===== src/rtl/usr_pkg.sv =====
// usr_pkg: types and constants shared by both ends of the universal shift register link.
package usr_pkg;

  typedef enum logic [1:0] {
    IDLE   = 2'd0,
    SHIFT  = 2'd1,
    PARITY = 2'd2
  } deser_state_e;

  // Shift-direction encodings, identical to the sender-side mux select decoding.
  localparam logic DIR_SR = 1'b0;
  localparam logic DIR_SL = 1'b1;

endpackage


===== src/rtl/usr_deser_shift.sv =====
// usr_deser_shift: direction-controlled receive shift register and bit counter.
// last_bit flags that the sample taken on this edge is the final data bit of the word.
module usr_deser_shift
  import usr_pkg::*;
#(
  parameter int unsigned DATA_WIDTH = 4,
  parameter int unsigned CNT_WIDTH  = 3
) (
  input  logic                  i_clk,
  input  logic                  clr,
  input  logic                  en,
  input  logic                  dir_lat,
  input  logic                  restart,
  input  logic                  ser_in,
  output logic [DATA_WIDTH-1:0] sreg,
  output logic                  last_bit
);

  logic [CNT_WIDTH-1:0]  r_cnt;
  logic [DATA_WIDTH-1:0] r_sreg;
  logic [DATA_WIDTH-1:0] w_base;

  // A restart discards the partial word, so the new first bit shifts into a cleared register.
  assign w_base   = restart ? '0 : r_sreg;
  assign last_bit = en && !restart && (r_cnt == CNT_WIDTH'(DATA_WIDTH - 1));
  assign sreg     = r_sreg;

  // Shift one sampled bit in from the latched direction and count bits of the current word.
  always_ff @(posedge i_clk or negedge clr) begin
    if (!clr) begin
      r_sreg <= '0;
      r_cnt  <= '0;
    end else if (en) begin
      if (dir_lat == DIR_SR) begin
        r_sreg <= {ser_in, w_base[DATA_WIDTH-1:1]};
      end else begin
        r_sreg <= {w_base[DATA_WIDTH-2:0], ser_in};
      end
      if (restart) begin
        r_cnt <= CNT_WIDTH'(1);
      end else if (last_bit) begin
        r_cnt <= '0;
      end else begin
        r_cnt <= r_cnt + CNT_WIDTH'(1);
      end
    end
  end

endmodule


===== src/rtl/usr_deserializer.sv =====
// usr_deserializer: serial-to-parallel receiver with a valid/ready word output and sticky overflow.
// Optional even-parity check enabled by defining USR_DESER_PARITY_EN.
module usr_deserializer
  import usr_pkg::*;
#(
  parameter int unsigned DATA_WIDTH = 4,
  parameter int unsigned CNT_WIDTH  = 3
) (
  input  logic                  i_clk,
  input  logic                  clr,
  input  logic                  ser_in,
  input  logic                  ser_valid,
  input  logic                  dir,
  input  logic                  frame_start,
  input  logic                  out_ready,
  input  logic                  ovf_clr,
  output logic [DATA_WIDTH-1:0] out_data,
  output logic                  out_valid,
  output logic                  overflow,
  output logic                  parity_err
);

  deser_state_e          r_state;
  deser_state_e          w_state_nxt;
  logic                  r_dir_lat;
  logic                  w_restart;
  logic                  w_shift_en;
  logic                  w_dir_eff;
  logic                  w_last_bit;
  logic                  w_done;
  logic                  w_publish;
  logic [DATA_WIDTH-1:0] w_sreg;
  logic [DATA_WIDTH-1:0] w_word;
  logic [DATA_WIDTH-1:0] r_out_data;
  logic                  r_out_valid;
  logic                  r_overflow;

  // A sample starts a new word from IDLE or whenever frame_start accompanies it.
  assign w_restart  = ser_valid && (frame_start || r_state == IDLE);
  // The parity bit is not shifted into the data register.
  assign w_shift_en = ser_valid && (frame_start || r_state != PARITY);
  assign w_dir_eff  = w_restart ? dir : r_dir_lat;
  assign w_publish  = w_done && (!r_out_valid || out_ready);

`ifdef USR_DESER_PARITY_EN
  assign w_word = w_sreg;
`else
  // The word completes on the edge sampling its last bit, so build it from the live bit.
  assign w_word = (r_dir_lat == DIR_SR) ? {ser_in, w_sreg[DATA_WIDTH-1:1]}
                                        : {w_sreg[DATA_WIDTH-2:0], ser_in};
`endif

  usr_deser_shift #(
    .DATA_WIDTH(DATA_WIDTH),
    .CNT_WIDTH (CNT_WIDTH)
  ) u_shift (
    .i_clk   (i_clk),
    .clr     (clr),
    .en      (w_shift_en),
    .dir_lat (w_dir_eff),
    .restart (w_restart),
    .ser_in  (ser_in),
    .sreg    (w_sreg),
    .last_bit(w_last_bit)
  );

  // State register and direction latch.
  always_ff @(posedge i_clk or negedge clr) begin
    if (!clr) begin
      r_state   <= IDLE;
      r_dir_lat <= DIR_SR;
    end else begin
      r_state <= w_state_nxt;
      if (w_restart) begin
        r_dir_lat <= dir;
      end
    end
  end

  // Next-state decode and word-completion strobe.
  always_comb begin
    w_state_nxt = r_state;
    w_done      = 1'b0;
    if (w_restart) begin
      w_state_nxt = SHIFT;
    end else if (ser_valid) begin
      case (r_state)
        SHIFT: begin
          if (w_last_bit) begin
`ifdef USR_DESER_PARITY_EN
            w_state_nxt = PARITY;
`else
            w_state_nxt = IDLE;
            w_done      = 1'b1;
`endif
          end
        end
`ifdef USR_DESER_PARITY_EN
        PARITY: begin
          w_state_nxt = IDLE;
          w_done      = 1'b1;
        end
`endif
        default: w_state_nxt = IDLE;
      endcase
    end
  end

  // Output register, valid/ready handshake and sticky overflow.
  always_ff @(posedge i_clk or negedge clr) begin
    if (!clr) begin
      r_out_data  <= '0;
      r_out_valid <= 1'b0;
      r_overflow  <= 1'b0;
    end else begin
      if (w_publish) begin
        r_out_data  <= w_word;
        r_out_valid <= 1'b1;
      end else if (r_out_valid && out_ready) begin
        r_out_valid <= 1'b0;
      end
      if (w_done && r_out_valid && !out_ready) begin
        r_overflow <= 1'b1;
      end else if (ovf_clr) begin
        r_overflow <= 1'b0;
      end
    end
  end

`ifdef USR_DESER_PARITY_EN
  logic r_parity_err;

  // Parity result is loaded together with out_data (even parity, 1 = error).
  always_ff @(posedge i_clk or negedge clr) begin
    if (!clr) begin
      r_parity_err <= 1'b0;
    end else if (w_publish) begin
      r_parity_err <= (^w_word) ^ ser_in;
    end
  end

  assign parity_err = r_parity_err;
`else
  assign parity_err = 1'b0;
`endif

  assign out_data  = r_out_data;
  assign out_valid = r_out_valid;
  assign overflow  = r_overflow;

endmodule


===== config.mk =====
export PLATFORM = sky130hd
export DESIGN_NAME = usr_deserializer
export DESIGN_NICKNAME = d
export VERILOG_FILES = /design/src/rtl/usr_pkg.sv /design/src/rtl/usr_deser_shift.sv /design/src/rtl/usr_deserializer.sv
export SDC_FILE = /design/constraint.sdc
export NUM_CORES = 1
export LEC_CHECK = 0
export ABC_AREA = 1
export CAP_MARGIN = 10
export CORE_ASPECT_RATIO = 0.9
export CORE_UTILIZATION = 44
export CTS_CLUSTER_DIAMETER = 50
export DETAILED_ROUTE_END_ITERATION = 8
export PLACE_DENSITY = 0.74
export SYNTH_ARGS = -nofsm -noshare
export SYNTH_HDL_FRONTEND = slang
export SYNTH_SLANG_ARGS = --single-unit

===== constraint.sdc =====
create_clock -name i_clk -period 1.02 [get_ports i_clk]
set_input_delay 0.204 -clock i_clk [delete_from_list [all_inputs] [get_ports i_clk]]
set_output_delay 0.204 -clock i_clk [all_outputs]
set_load 0.02 [all_outputs]

==> results of run 1 <==
through the flow:
step                util, %  area, um^2  worst slack, ns
detailed placement     67.9        1030           -0.345
CTS                    73.3        1110          -0.0498
global route           79.6        1200           -0.135
floorplan                 -         762          0.00236
global placement       67.9        1030           -0.325
finish                 79.6        1200          -0.0871
cell type report:
| cell class | instances | share of cell area (%) |
|---|---|---|
| inverters | 13 | 4.05 |
| clock buffers | 4 | 2.18 |
| flip-flops and latches | 15 | 31.3 |
| multi-input cells | 59 | 33.2 |
| well taps | 22 | 2.29 |
| repair buffers | 33 | 27.0 |
cells in the final DEF, fill, tap and decap left out, drive strengths merged, types with 4 or more instances in the layout:
| cell | n |
|---|---|
| dfrtp | 15 |
| clkbuf | 4 |
| buf | 26 |
| nand2 | 27 |
| nor2 | 9 |
| clkdlybuf4s50 | 5 |
| a21oi | 5 |
| inv | 13 |
| o21ai | 6 |
| nand3 | 5 |
flip-flops by register name (all words and copies together) (netlist names):
register       count
r_dir_lat          1
overflow           1
out_data           4
u_shift.r_cnt      3
u_shift.sreg       4
r_state            1
out_valid          1
kinds of logic after synthesis:
| kind of cell | share of synthesized area [%] |
|---|---|
| buffers and inverters | 8.47 |
| flip-flops | 49.8 |
| adder cells (fa/ha/maj) | 1.66 |
| AO/OA/AOI/OAI | 9.14 |
| other | 0.498 |
| AND/OR/NAND/NOR | 30.4 |
worst min path at each step:
stage,startpoint,end,cells past startpoint
2_1_floorplan,clr,out_data[0],0
3_3_place_gp,overflow,overflow,2
3_5_place_dp,overflow,overflow,2
4_1_cts,clr,out_data[0],2
5_1_grt,clr,out_data[0],2
6_report,clr,out_data[0],2
layer usage:
layer / track usage (%) / routed length (um)
met3: 5.73 / 124
met2: 33.2 / 832
met5: 0 / 0
met4: 11.4 / 48
met1: 22.9 / 729
report_power, final:
part | switching, uW | internal [uW] | total, uW
logic | 450 | 523 | 972
registers | 91.0 | 722 | 813
clock network | 193 | 152 | 345
total | 733 | 1400 | 2130
what timing repair did:
item | in CTS | in global routing
resized for setup | 39 | 21
buffers inserted | 5 | 2
pin swaps | 12 | 8
hold buffers | 0 | 0
endpoints found under the setup margin | 15 | 19
==> flow_results.org, run 1 <==
** Power
- Pwr dens :: 1770 nW/um^2
- Worst-case vdd ir drop :: 1180 uV
- Static power due to leakage :: 0.000602 uW
- Power comes to 2130 uW.

** Setup path
- The critical path in this run is classified as flip-flop to flip-flop.
- Data arrival at the endpoint of the critical path :: 1.28 ns
- Worst setup path endpoint :: u_shift.r_cnt[0]
- In this run the number of cells on the critical path is 6.
- For the worst setup path, the data required time is 1.19 ns.
- Setup slack of the worst register-to-register path :: -0.09 ns
- The number of cells on the worst reg-to-reg path is 6.
- Together, buffers and inverters on the worst path number 2.
- The worst setup path is launched from a flip-flop.
- Highest cell delay on the worst timing path :: 0.37 ns
- In this run the worst setup path begins at r_state[0].
- Of all nets on the critical path, the largest fanout is 4.
- The slowest stage of the critical path belongs to the cell sky130_fd_sc_hd__dfrtp_1.
- Among the stages of the critical path, the cell type that occurs most often is sky130_fd_sc_hd__a21oi_1.
- The worst setup path is captured at a flip-flop.
- The startpoint identified for the worst register-to-register timing path is r_state[0].
- Top Family by Delay on Critical Path :: flip-flops
- The signal on the critical path passes through nand2_2 > inv_2 > nand2_4 > buf_4 > a21oi_1 > a21oi_1.
- Endpoint of the worst-slack reg-to-reg timing path :: u_shift.r_cnt[0]

** Drt
- Wire length after detailed routing :: 1.74 mm
- Overall via count from detail_route :: 713
- Dividing the detail-routed wire length by the instance count gives 11.9 um.
- In the routed layout, each cell is associated on average with a via count of 4.88.
- Iteration-0 DRC count of the detailed router :: 12
- The count of nets left with antenna violations once routing finished came out at 0.
- Remaining routing DRC violations :: 0
- The first detailed-routing pass took 4 iterations.

** Logic synthesis
- For this run, the leading register cell type out of synthesis is sky130_fd_sc_hd__dfrtp_1.
- Library cell with the highest instance count after synthesis :: sky130_fd_sc_hd__nand2_1
- Synthesis instantiated 21 different standard cells from the library.
- Total of flip-flops plus latches after synthesis :: 15
- After synthesis, the share of flip-flops with an asynchronous set or reset is 100%.
- Synth cell count leaders :: sky130_fd_sc_hd__nand2_1, sky130_fd_sc_hd__dfrtp_1, sky130_fd_sc_hd__inv_1
- Syn_nets :: 98
- Area share of the largest cell type after synthesis :: 49.8%
- The largest total area in the synthesized netlist belongs to sky130_fd_sc_hd__dfrtp_1.
- Post-synthesis sequential area ratio :: 49.8%
- Mapped Area :: 753 um^2
- The synthesized design contains 0 enable-type register cells.
- Post-synthesis instance total :: 89
- The Yosys step of the flow raised 0 warnings.
- By area the synthesized netlist is led by sky130_fd_sc_hd__dfrtp_1, sky130_fd_sc_hd__nand2_1, sky130_fd_sc_hd__inv_1, sky130_fd_sc_hd__nor2_1, sky130_fd_sc_hd__a21oi_1.
- Post-Synthesis Mean Instance Area :: 8.46 um^2

** Run status
- Violated checks :: negative setup slack
- The flow ran to the end, but the final reports show violations.

** Finish
- Layout cells sized above 1 :: 41.9%
- The finished layout holds 146 standard cells, fillers aside.
- The area growth from synthesis to layout is 59.8%.
- Multi-input combinational cell area :: 399 um^2
- The repair_antennas step left the layout with diodes totalling 0.
- Sequential cell area in the final layout :: 377 um^2
- Filler cells :: 108
- Number of nets in the finished design :: 134

** Die
- During I/O placement, the number of pins put on the boundary was 15.
- The die is 45.6 um wide.
- The initial utilization of the core area, before any placement, comes to 49.8%.
- The floorplan has 13 rows.
- Core Footprint :: 1510 um^2
- The floorplan step defined a die boundary enclosing 1880 um^2.
- Measured along the y axis, the die boundary spans 41.3 um.

** Timing
- Final-report max-slew violation count :: 0
- Highest attainable clock frequency :: 903 MHz
- Ratio of final minimum period to clock period :: 109%
- Final Hold Vio Count :: 0
- Counting I/O delays and the setup requirement, the final critical path takes 1.11 ns.
- Setup repair after global routing could not meet its margin everywhere.
- On the final layout, the worst clock skew is 0.00847 ns.
- Setup total negative slack :: -0.412 ns
- Once routing completed, OpenROAD measured the worst setup slack at -0.0871 ns.
- Worst hold slack :: 0.229 ns
- Final Setup Violations :: 13

** Clocking
- Register clock-pin slew on the reported worst setup and hold paths :: 0.09 ns
- Num CTS Buffers :: 3
- Count of clock tree sinks :: 15
- The clock reaches the later pin of the worst-skew pair after 0.29 ns.
- Max Root-Sink Buffers :: 2
- Buffer type at the clock tree root :: sky130_fd_sc_hd__clkbuf_4
- TritonCTS built the clock tree.
- H-tree depth :: 1

** GRT
- Global routing finished with a remaining overflow of 0.
- The initial antenna violation count was 0.
- Pin count of the biggest net entering global routing :: 16
- GRT Total Usage :: 19.8%
- The via count of the first global-routing pass is 587.
- The first global-routing pass estimated 2.42 mm of wire.

** Hold path
- The path class of the tightest hold or removal check is input port to asynchronous set/reset pin.

** Placed design
- Routability Congestion :: 0.805
- Input and output buffers added on the ports amount to 13.
- Counting tap cells, the placed design contains a total of 135 instances.
- The HPWL after detailed placement is 1.13 mm.

** Run
- Max-cap violations :: 0
(Power assumes the default switching activity.)
==> run 2: changes to the inputs <==
--- a/config.mk
+++ b/config.mk
@@ -11,7 +11,7 @@
 export CORE_UTILIZATION = 44
 export CTS_CLUSTER_DIAMETER = 50
 export DETAILED_ROUTE_END_ITERATION = 8
-export PLACE_DENSITY = 0.74
+export PLACE_DENSITY_LB_ADDON = 0.3
 export SYNTH_ARGS = -nofsm -noshare
 export SYNTH_HDL_FRONTEND = slang
 export SYNTH_SLANG_ARGS = --single-unit
==> flow_results.org, run 2 (synthesized netlist as in run 1, its figures left out) <==
** Die
- Row generation in the floorplan step produced 13 rows.
- The core region is 1510 um^2.
- The die covers 1880 um^2.
- During I/O placement, the number of pins put on the boundary was 15.
- For this configuration, the core starts out at a cell density of 49.8%.
- The die is 45.6 um wide.
- Die Ht :: 41.3 um

** GRT
- The via count of the first global-routing pass was 573.
- GRT Total Usage :: 19.9%
- The first global-routing pass estimated 2.46 mm of wire.
- The total overflow left after global routing is 0.
- Pin count of the biggest net entering global routing :: 16
- Initial antenna violation count :: 0

** Clocking
- The tree built by TritonCTS fans out to 15 sinks.
- The tree is rooted in a sky130_fd_sc_hd__clkbuf_4.
- H-tree depth :: 1
- Num CTS Buffers :: 3
- Latest clock arrival within the worst-skew pair :: 0.30 ns
- Register clock-pin slew on the reported worst setup and hold paths :: 0.08 ns
- TritonCTS built the clock tree.
- The clock passes through at most 2 buffers.
- After clock tree synthesis, the flow added hold-fix buffers numbering 0.

** Timing
- For the final database, setup skew stands at 0.00287 ns.
- Final Hold Vio Count :: 0
- Ratio of final minimum period to clock period :: 106%
- The max-slew violation count was 0.
- Static timing analysis puts the maximum clock frequency at 924 MHz.
- The worst path in the final design needs a cycle of 1.08 ns, including I/O delays and setup.
- Across all hold checks on the routed design, the worst slack comes to 0.251 ns.
- Final Setup Violations :: 11
- Setup total negative slack :: -0.363 ns
- Unrepaired setup endpoints after global routing :: true
- In the post-route analysis, the smallest setup slack over all paths is -0.0624 ns.

** Setup path
- In this run the worst path has a maximum fanout of 5.
- Across all register-to-register paths, the minimum setup slack is -0.06 ns.
- STA puts the critical path data arrival time at 1.27 ns.
- Data on the critical path is required at its endpoint by 1.21 ns.
- Startpoint type of the worst setup path :: flip-flop
- The worst setup path is captured at a flip-flop.
- The worst setup path is of the flip-flop to flip-flop kind.

** Drt
- After the first detailed-routing iteration, the DRC count stood at 9.
- The routed layout has 660 vias.
- In the routed layout, each cell is associated on average with a via count of 4.58.
- Remaining routing DRC violations :: 0
- Wire length after detailed routing :: 1.67 mm
- Before antenna repair, the detailed router went through 4 iterations.
- Antenna-violating nets left :: 0
- DR WL/cell :: 11.6 um

** Finish
- Filler cells :: 122
- Most common cell after layout, fill and taps aside :: sky130_fd_sc_hd__nand2_1
- The net count of the finished layout is 132.
- In the final layout, the multi-input gates occupy 374 um^2.
- Final standard cell count with taps included and fillers excluded :: 144
- In the final layout, flip-flops and latches occupy 378 um^2.
- Relative area change from synthesis to final layout :: 51.0%
- Number of antenna diodes :: 0
- Top library cells by usage in the layout, fill and taps aside :: sky130_fd_sc_hd__nand2_1, sky130_fd_sc_hd__buf_4, sky130_fd_sc_hd__dfrtp_1
- Layout cells sized above 1 :: 40.2%

** Power
- Pwr dens :: 1850 nW/um^2
- Net switching power :: 716 uW
- Summed over all cells, the static leakage comes to 0.000572 uW.
- Power consumption :: 2100 uW
- The worst-case IR drop observed on VDD is 1230 uV.
- Internal power :: 1380 uW
- Combinational cell fraction of total power :: 44.7%
- Sequential cell fraction of total power :: 39.0%
- Part of the total power dissipated in the clock network :: 16.2%
- Fraction of power spent switching nets :: 34.1%

** Placed design
- HPWL reported at the end of detailed placement :: 1.21 mm
- Prior to clock tree synthesis, the placed netlist has a worst setup slack of -0.333 ns.
- Counting tap cells, the placed design contains a total of 134 instances.
- Port buffering added 13 buffers.
- The congestion estimate from routability-driven global placement came to 0.855.

** Run status
- Violated checks :: negative setup slack
- Run status :: complete, but fails checks

** Run
- The tool flagged a number of max-cap violations equal to 0.

** Hold path
- HP Class :: input port to asynchronous set/reset pin
run 2: metrics by stage:
stage,area (um^2),util (%)
finish,1140,75.2
global route,1140,75.2
CTS,1060,70.1
detailed placement,1010,66.6
global placement,1010,66.6
floorplan,762,-
run 2: layout make-up:
| cell class | instances | share of cell area (%) |
|---|---|---|
| Sequential cell | 15 | 33.2 |
| Inverter | 13 | 4.29 |
| Timing Repair Buffer | 31 | 24.9 |
| Multi-Input combinational cell | 59 | 32.9 |
| Clock buffer | 4 | 2.31 |
| Tap cell | 22 | 2.42 |
run 2: final timing paths:
kind                                        from          end  depth (start not counted)
worst max-delay path            u_shift.r_cnt[1]  out_data[0]                          6
worst min-delay path                         clr  out_data[3]                          2
worst max register to register  u_shift.r_cnt[1]  out_data[0]                          6
worst min register to register          overflow     overflow                          2
max in group asynchronous                    clr    r_dir_lat                          2
min in group i_clk                       ovf_clr     overflow                          2
run 2: timing repair:
item	in CTS	in global routing
gates resized for setup	38	13
setup endpoints to repair	13	18
cloned	0	0
pin swaps	3	7
setup buffers	2	4
run 2: power groups by stage:
stage	Sequential [uW]	Clock, uW	Combinational, uW
2_1_floorplan	891	0	286
3_3_place_gp	804	0	716
3_5_place_dp	809	0	734
4_1_cts	814	347	793
5_1_grt	835	384	1010
6_report	819	341	939
run 2: worst max-delay path: stages (launching register included):
cell	delay, ns
sky130_fd_sc_hd__dfrtp_1	0.40
sky130_fd_sc_hd__ha_4	0.18
sky130_fd_sc_hd__nand2_8	0.07
sky130_fd_sc_hd__nor2_8	0.14
sky130_fd_sc_hd__nand2_4	0.08
sky130_fd_sc_hd__nand2_2	0.05
sky130_fd_sc_hd__nand2_1	0.05
run 2: layer usage:
metal  GRT usage [%]  up-vias  wire length, um  part of all wire (%)
met5               0        -                0                     0
met4            4.55        0               19                   1.1
met3            7.93        2              110                   6.6
met2            35.7       16              866                    52
met1            22.4      298              669                    40
li1                -      344                -                     -
==> run 3: changes to the inputs <==
--- a/config.mk
+++ b/config.mk
@@ -8,9 +8,10 @@
 export ABC_AREA = 1
 export CAP_MARGIN = 10
 export CORE_ASPECT_RATIO = 0.9
-export CORE_UTILIZATION = 44
+export CORE_UTILIZATION = 30
 export CTS_CLUSTER_DIAMETER = 50
 export DETAILED_ROUTE_END_ITERATION = 8
+export GPL_TIMING_DRIVEN = 0
 export PLACE_DENSITY_LB_ADDON = 0.3
 export SYNTH_ARGS = -nofsm -noshare
 export SYNTH_HDL_FRONTEND = slang
==> constraint.sdc (replaced) <==
create_clock -name i_clk -period 1.02 [get_ports i_clk]
set_input_delay 0.204 -clock i_clk [delete_from_list [all_inputs] [get_ports i_clk]]
set_output_delay 0.204 -clock i_clk [all_outputs]
set_load 0.01 [all_outputs]
==> flow_results.org, run 3 (synthesized netlist as in run 1, its figures left out) <==
** Setup path
- The critical path in this run is classified as flip-flop to flip-flop.
- Data arrival at the endpoint of the critical path :: 1.33 ns
- STA classifies the critical path endpoint as a flip-flop.
- Req. time, crit path :: 1.24 ns
- Startpoint type of the worst setup path :: flip-flop
- Along the worst path, the maximum fanout reaches 2.

** Placed design
- The congestion estimate from routability-driven global placement came to 0.755.
- Pre-CTS setup slack :: -0.393 ns
- Count of port buffers added during placement :: 13
- HPWL reported at the end of detailed placement :: 1.07 mm
- Instance count after placement with tap cells included :: 129
- Placement-stage cell area :: 925 um^2

** GRT
- Pin count of the biggest net entering global routing :: 16
- Total grt overflow :: 0
- Via count of the first global-routing pass :: 588
- Initial antenna violation count :: 0
- GRT Total Usage :: 12.7%
- The first global-routing pass estimated 2.50 mm of wire.

** Drt
- For this block, the via count after detailed routing is 638.
- Iteration count of the initial detailed-routing pass :: 4
- Antenna-violating nets left :: 0
- DR vias/cell :: 4.40
- Wire length after detailed routing :: 1.59 mm
- After the first detailed-routing iteration, the DRC count stood at 12.
- For this run, design rule violations remaining after detail routing come to 0.
- DR WL/cell :: 10.9 um

** Finish
- Final standard cell count with taps included and fillers excluded :: 145
- Number of antenna diodes :: 0
- The post-route netlist has 33.1% of its cells at a drive strength greater than 1.
- Final Util :: 47.2%
- Compared with the post-synthesis result, the final layout area differs by 41.9%.
- Most common cell after layout, fill and taps aside :: sky130_fd_sc_hd__nand2_1
- At the end of the flow, the number of nets in the layout was 128.
- Summing all non-filler instances in the final layout gives an area of 1070 um^2.
- The filler cells instantiated in the layout total 235.
- In the layout the commonest cells are sky130_fd_sc_hd__nand2_1, sky130_fd_sc_hd__dfrtp_1, sky130_fd_sc_hd__buf_4.

** Timing
- Final Setup Violations :: 8
- Worst setup margin :: -0.0850 ns
- Ratio of final minimum period to clock period :: 108%
- Headroom to the max-slew limit came out at 54.1%.
- Static timing analysis puts the maximum clock frequency at 905 MHz.
- The worst path in the final design needs a cycle of 1.11 ns, including I/O delays and setup.
- Unrepaired setup endpoints after global routing :: true
- At the pin with the least slew margin, the transition time is 0.686 ns.
- The clock arrives with 0.00491 ns of skew.
- Final hold analysis gives a worst-case slack of 0.326 ns.
- The final number of hold-violating endpoints is 0.
- The max-slew violation count was 0.

** Die
- Boundary Pins :: 15
- Core Footprint :: 2260 um^2
- Number of rows in the core area :: 16
- Total Die Area :: 2720 um^2
- Width of the chip :: 54.8 um
- Die Ht :: 49.5 um
- The initial utilization of the core area, before any placement, comes to 33.3%.

** Clocking
- Clock tree from TritonCTS :: built
- The number of clock buffers added by TritonCTS is 3.
- Max Root-Sink Buffers :: 2
- The tree built by TritonCTS fans out to 15 sinks.
- Clock latency on the worst-skew pair, taken at its later pin, is 0.28 ns.
- The tree is rooted in a sky130_fd_sc_hd__clkbuf_4.
- Clock-pin slew was measured on the worst setup and hold paths at 0.09 ns.
- H-tree depth :: 1

** Power
- Dividing total power by cell area gives a power density of 1780 nW/um^2.
- Static power due to leakage :: 0.000562 uW
- The worst-case IR drop observed on VDD is 943 uV.

** Run status
- Violated checks :: negative setup slack
- The flow ran to the end, but the final reports show violations.

** Hold path
- In this run the worst hold path is classified as input port to asynchronous set/reset pin.

** Run
- Max-cap violations :: 0
## run 3: power by group
| group | internal, uW | leakage [uW] | switching [uW] |
|---|---|---|---|
| registers | 721 | 0.000189 | 85.1 |
| logic | 415 | 0.000355 | 347 |
| clock network | 146 | 0.0000177 | 193 |
## run 3: per-stage QoR
stage                     TNS [ns]  total power (uW)
after CTS                   -0.226              1800
after global placement       -6.04              1350
final                       -0.376              1910
after detailed placement     -6.57              1370
after floorplan                  0              1120
after global routing         -1.12              2050
## run 3: final timing paths
check,to,startpoint,slack (ns),depth (start not counted)
max in group asynchronous,r_dir_lat,clr,0.25,1
setup reg to reg,u_shift.r_cnt[2],u_shift.r_cnt[1],-0.09,5
hold / removal,u_shift.sreg[2],clr,0.33,1
setup / recovery,u_shift.r_cnt[2],u_shift.r_cnt[1],-0.09,5
hold reg to reg,overflow,overflow,0.52,2
min in group i_clk,r_dir_lat,ser_valid,0.37,4
## run 3: worst max-delay path, stage by stage (launching register included)
cell and delay (ns):
sky130_fd_sc_hd__dfrtp_1 0.42, sky130_fd_sc_hd__ha_4 0.20, sky130_fd_sc_hd__buf_4 0.12, sky130_fd_sc_hd__buf_4 0.12, sky130_fd_sc_hd__nand2_1 0.04, sky130_fd_sc_hd__and3_1 0.14
## run 3: per-layer routing
layer | share of wire [%] | track usage (%) | up-vias
li1 | - | - | 331
met1 | 48 | 16.3 | 290
met2 | 46 | 20.1 | 17
met3 | 6.0 | 4.63 | 0
met4 | 0 | 2.56 | 0
met5 | 0 | 0 | -
## run 3: cell type report
| cell class | count | area (um^2) | area share, % |
|---|---|---|---|
| Inverter | 13 | 48.8 | 4.57 |
| Timing Repair Buffer | 25 | 204 | 19.1 |
| Multi-Input combinational cell | 59 | 360 | 33.7 |
| Clock buffer | 3 | 22.5 | 2.11 |
| Clock inverter | 1 | 5.00 | 0.468 |
| Sequential cell | 15 | 375 | 35.1 |
| Tap cell | 27 | 33.8 | 3.16 |
| Buffer | 2 | 18.8 | 1.76 |
## run 3: timing repair
action / 4_1_cts / 5_1_grt
setup buffers: 9 / 3
hold buffers: 0 / 0
setup endpoints to repair: 13 / 18
pin swaps: 4 / 3
resized for setup: 27 / 11
==> patch, RTL diff (config.mk and constraints of run 1) <==
`CNT_WIDTH` is set to 3 in 2 places; all go to 6.
--- a/src/rtl/usr_deser_shift.sv
+++ b/src/rtl/usr_deser_shift.sv
@@ -6,3 +6,3 @@
   parameter int unsigned DATA_WIDTH = 4,
-  parameter int unsigned CNT_WIDTH  = 3
+  parameter int unsigned CNT_WIDTH  = 6
 ) (
--- a/src/rtl/usr_deserializer.sv
+++ b/src/rtl/usr_deserializer.sv
@@ -6,3 +6,3 @@
   parameter int unsigned DATA_WIDTH = 4,
-  parameter int unsigned CNT_WIDTH  = 3
+  parameter int unsigned CNT_WIDTH  = 6
 ) (
Formal check against the unedited RTL: no difference found for any inputs over 10 cycles, from zero or initial values; that may be too few to reach the edited logic, so the function may still have changed.
==> patch against run 1 <==
  * The flow still finishes with violations (negative setup slack)
  * Design area is 18% higher
  * Count of clock-buffer cells in the layout unchanged
  * Synthesized area rose by 28%
  * Sequential cell count is 3 higher
  * Sequential share of layout area increased by 0.69 points
  * Wire length increased by 28%
  * Power is 31% higher
  * Clock skew decreased by 0.0039 ns
  * Setup slack worse by 0.032 ns
  * Critical path type unchanged
  * Largest cell class unchanged
==> patch: results <==
export IMPL_critical_path_max_stage_delay_ns=0.41
export IMPL_post_cts_setup_buffers=3
export IMPL_violations_in_the_final_reports="negative setup slack"
export IMPL_pleak_nw=0.683
export IMPL_crit_fanout=6
export IMPL_fillerInstances=164
export IMPL_totalNegativeSetupSlack_ns=-1.04
export IMPL_dp_hpwl_mm=1.51
export IMPL_synth_commonest_cells="sky130_fd_sc_hd__nand2_1 (38), sky130_fd_sc_hd__dfrtp_1 (18), sky130_fd_sc_hd__inv_1 (13)"
export IMPL_hold_ws_ns=0.234
export IMPL_wire_length_of_the_first_global_routing_pass_mm=3.30
export IMPL_outcome="complete, but fails checks"
export IMPL_synth_area_leaders="sky130_fd_sc_hd__dfrtp_1 (47%), sky130_fd_sc_hd__nand2_1 (15%), sky130_fd_sc_hd__inv_1 (5.0%)"
export IMPL_wirelength_mm=2.21
export IMPL_grt_max_degree=19
export IMPL_synth_nets=126
export IMPL_setup_slack_ns=-0.119
export IMPL_post_cts_resized_instances=41
export IMPL_grt_pass1_vias=803
export IMPL_layout_nets=165
export IMPL_ys_types=25
export IMPL_timing_clock_skew_ns=0.00459
export IMPL_gpl_final_weighted_congestion=0.755
export IMPL_route_detailed_wl_per_inst_um=12.3
export IMPL_drt_first_iter_violations=19
export IMPL_postPlaceCellArea_mm2=0.00125
export IMPL_setup_viol=19
export IMPL_avgSynthCellArea_um2=8.27
patch: critical path, delay by kind of cell (launching register included):
kind                   cells  cell delay (ns)
DFF                        1             0.41
and+or+nand+nor            5             0.57
buffers and inverters      1             0.07
patch: per-layer routing:
metal / part of all wire (%) / GRT usage, % / vias to the layer above
li1: - / - / 448
met1: 41 / 21.7 / 414
met2: 53 / 34.5 / 22
met3: 4.2 / 6.60 / 4
met4: 1.5 / 5.41 / 0
met5: 0 / 0 / -
patch: worst paths after layout:
check,end,from
min in group i_clk,overflow,ovf_clr
worst max register to register,r_state[0],u_shift.r_cnt[3]
worst max-delay path,r_state[0],u_shift.r_cnt[3]
max in group asynchronous,u_shift.r_cnt[0],clr
worst min-delay path,out_data[3],clr
worst min register to register,out_data[2],out_data[2]
patch: layout make-up:
type / count / area [µm²] / area share, %
repair buffers: 37 / 334 / 23.6
flip-flops and latches: 18 / 453 / 32.0
multi-input cells: 81 / 500 / 35.3
inverters: 15 / 61.3 / 4.33
well taps: 25 / 31.3 / 2.21
clock buffers: 4 / 36.3 / 2.56
patch: through the flow:
step / util (%) / setup WS [ns]
6_report: 71.2 / -0.119
3_3_place_gp: 63.0 / -0.423
3_5_place_dp: 63.0 / -0.519
2_1_floorplan: - / -0.0668
4_1_cts: 66.1 / -0.0945
5_1_grt: 71.2 / -0.177
patch: logic make-up after synthesis:
kind of cell / synth area share (%)
other: 0.388
DFF: 46.6
xor gates and xnor gates: 2.72
buffers and inverters: 9.44
and+or+nand+nor: 30.8
adders and majority gates: 1.29
AOI/OAI and AO/OA: 8.80
patch: power by group:
| part | switching (mW) | internal [mW] |
|---|---|---|
| Clock | 0.215 | 0.217 |
| Combinational | 0.655 | 0.669 |
| Sequential | 0.149 | 0.887 |
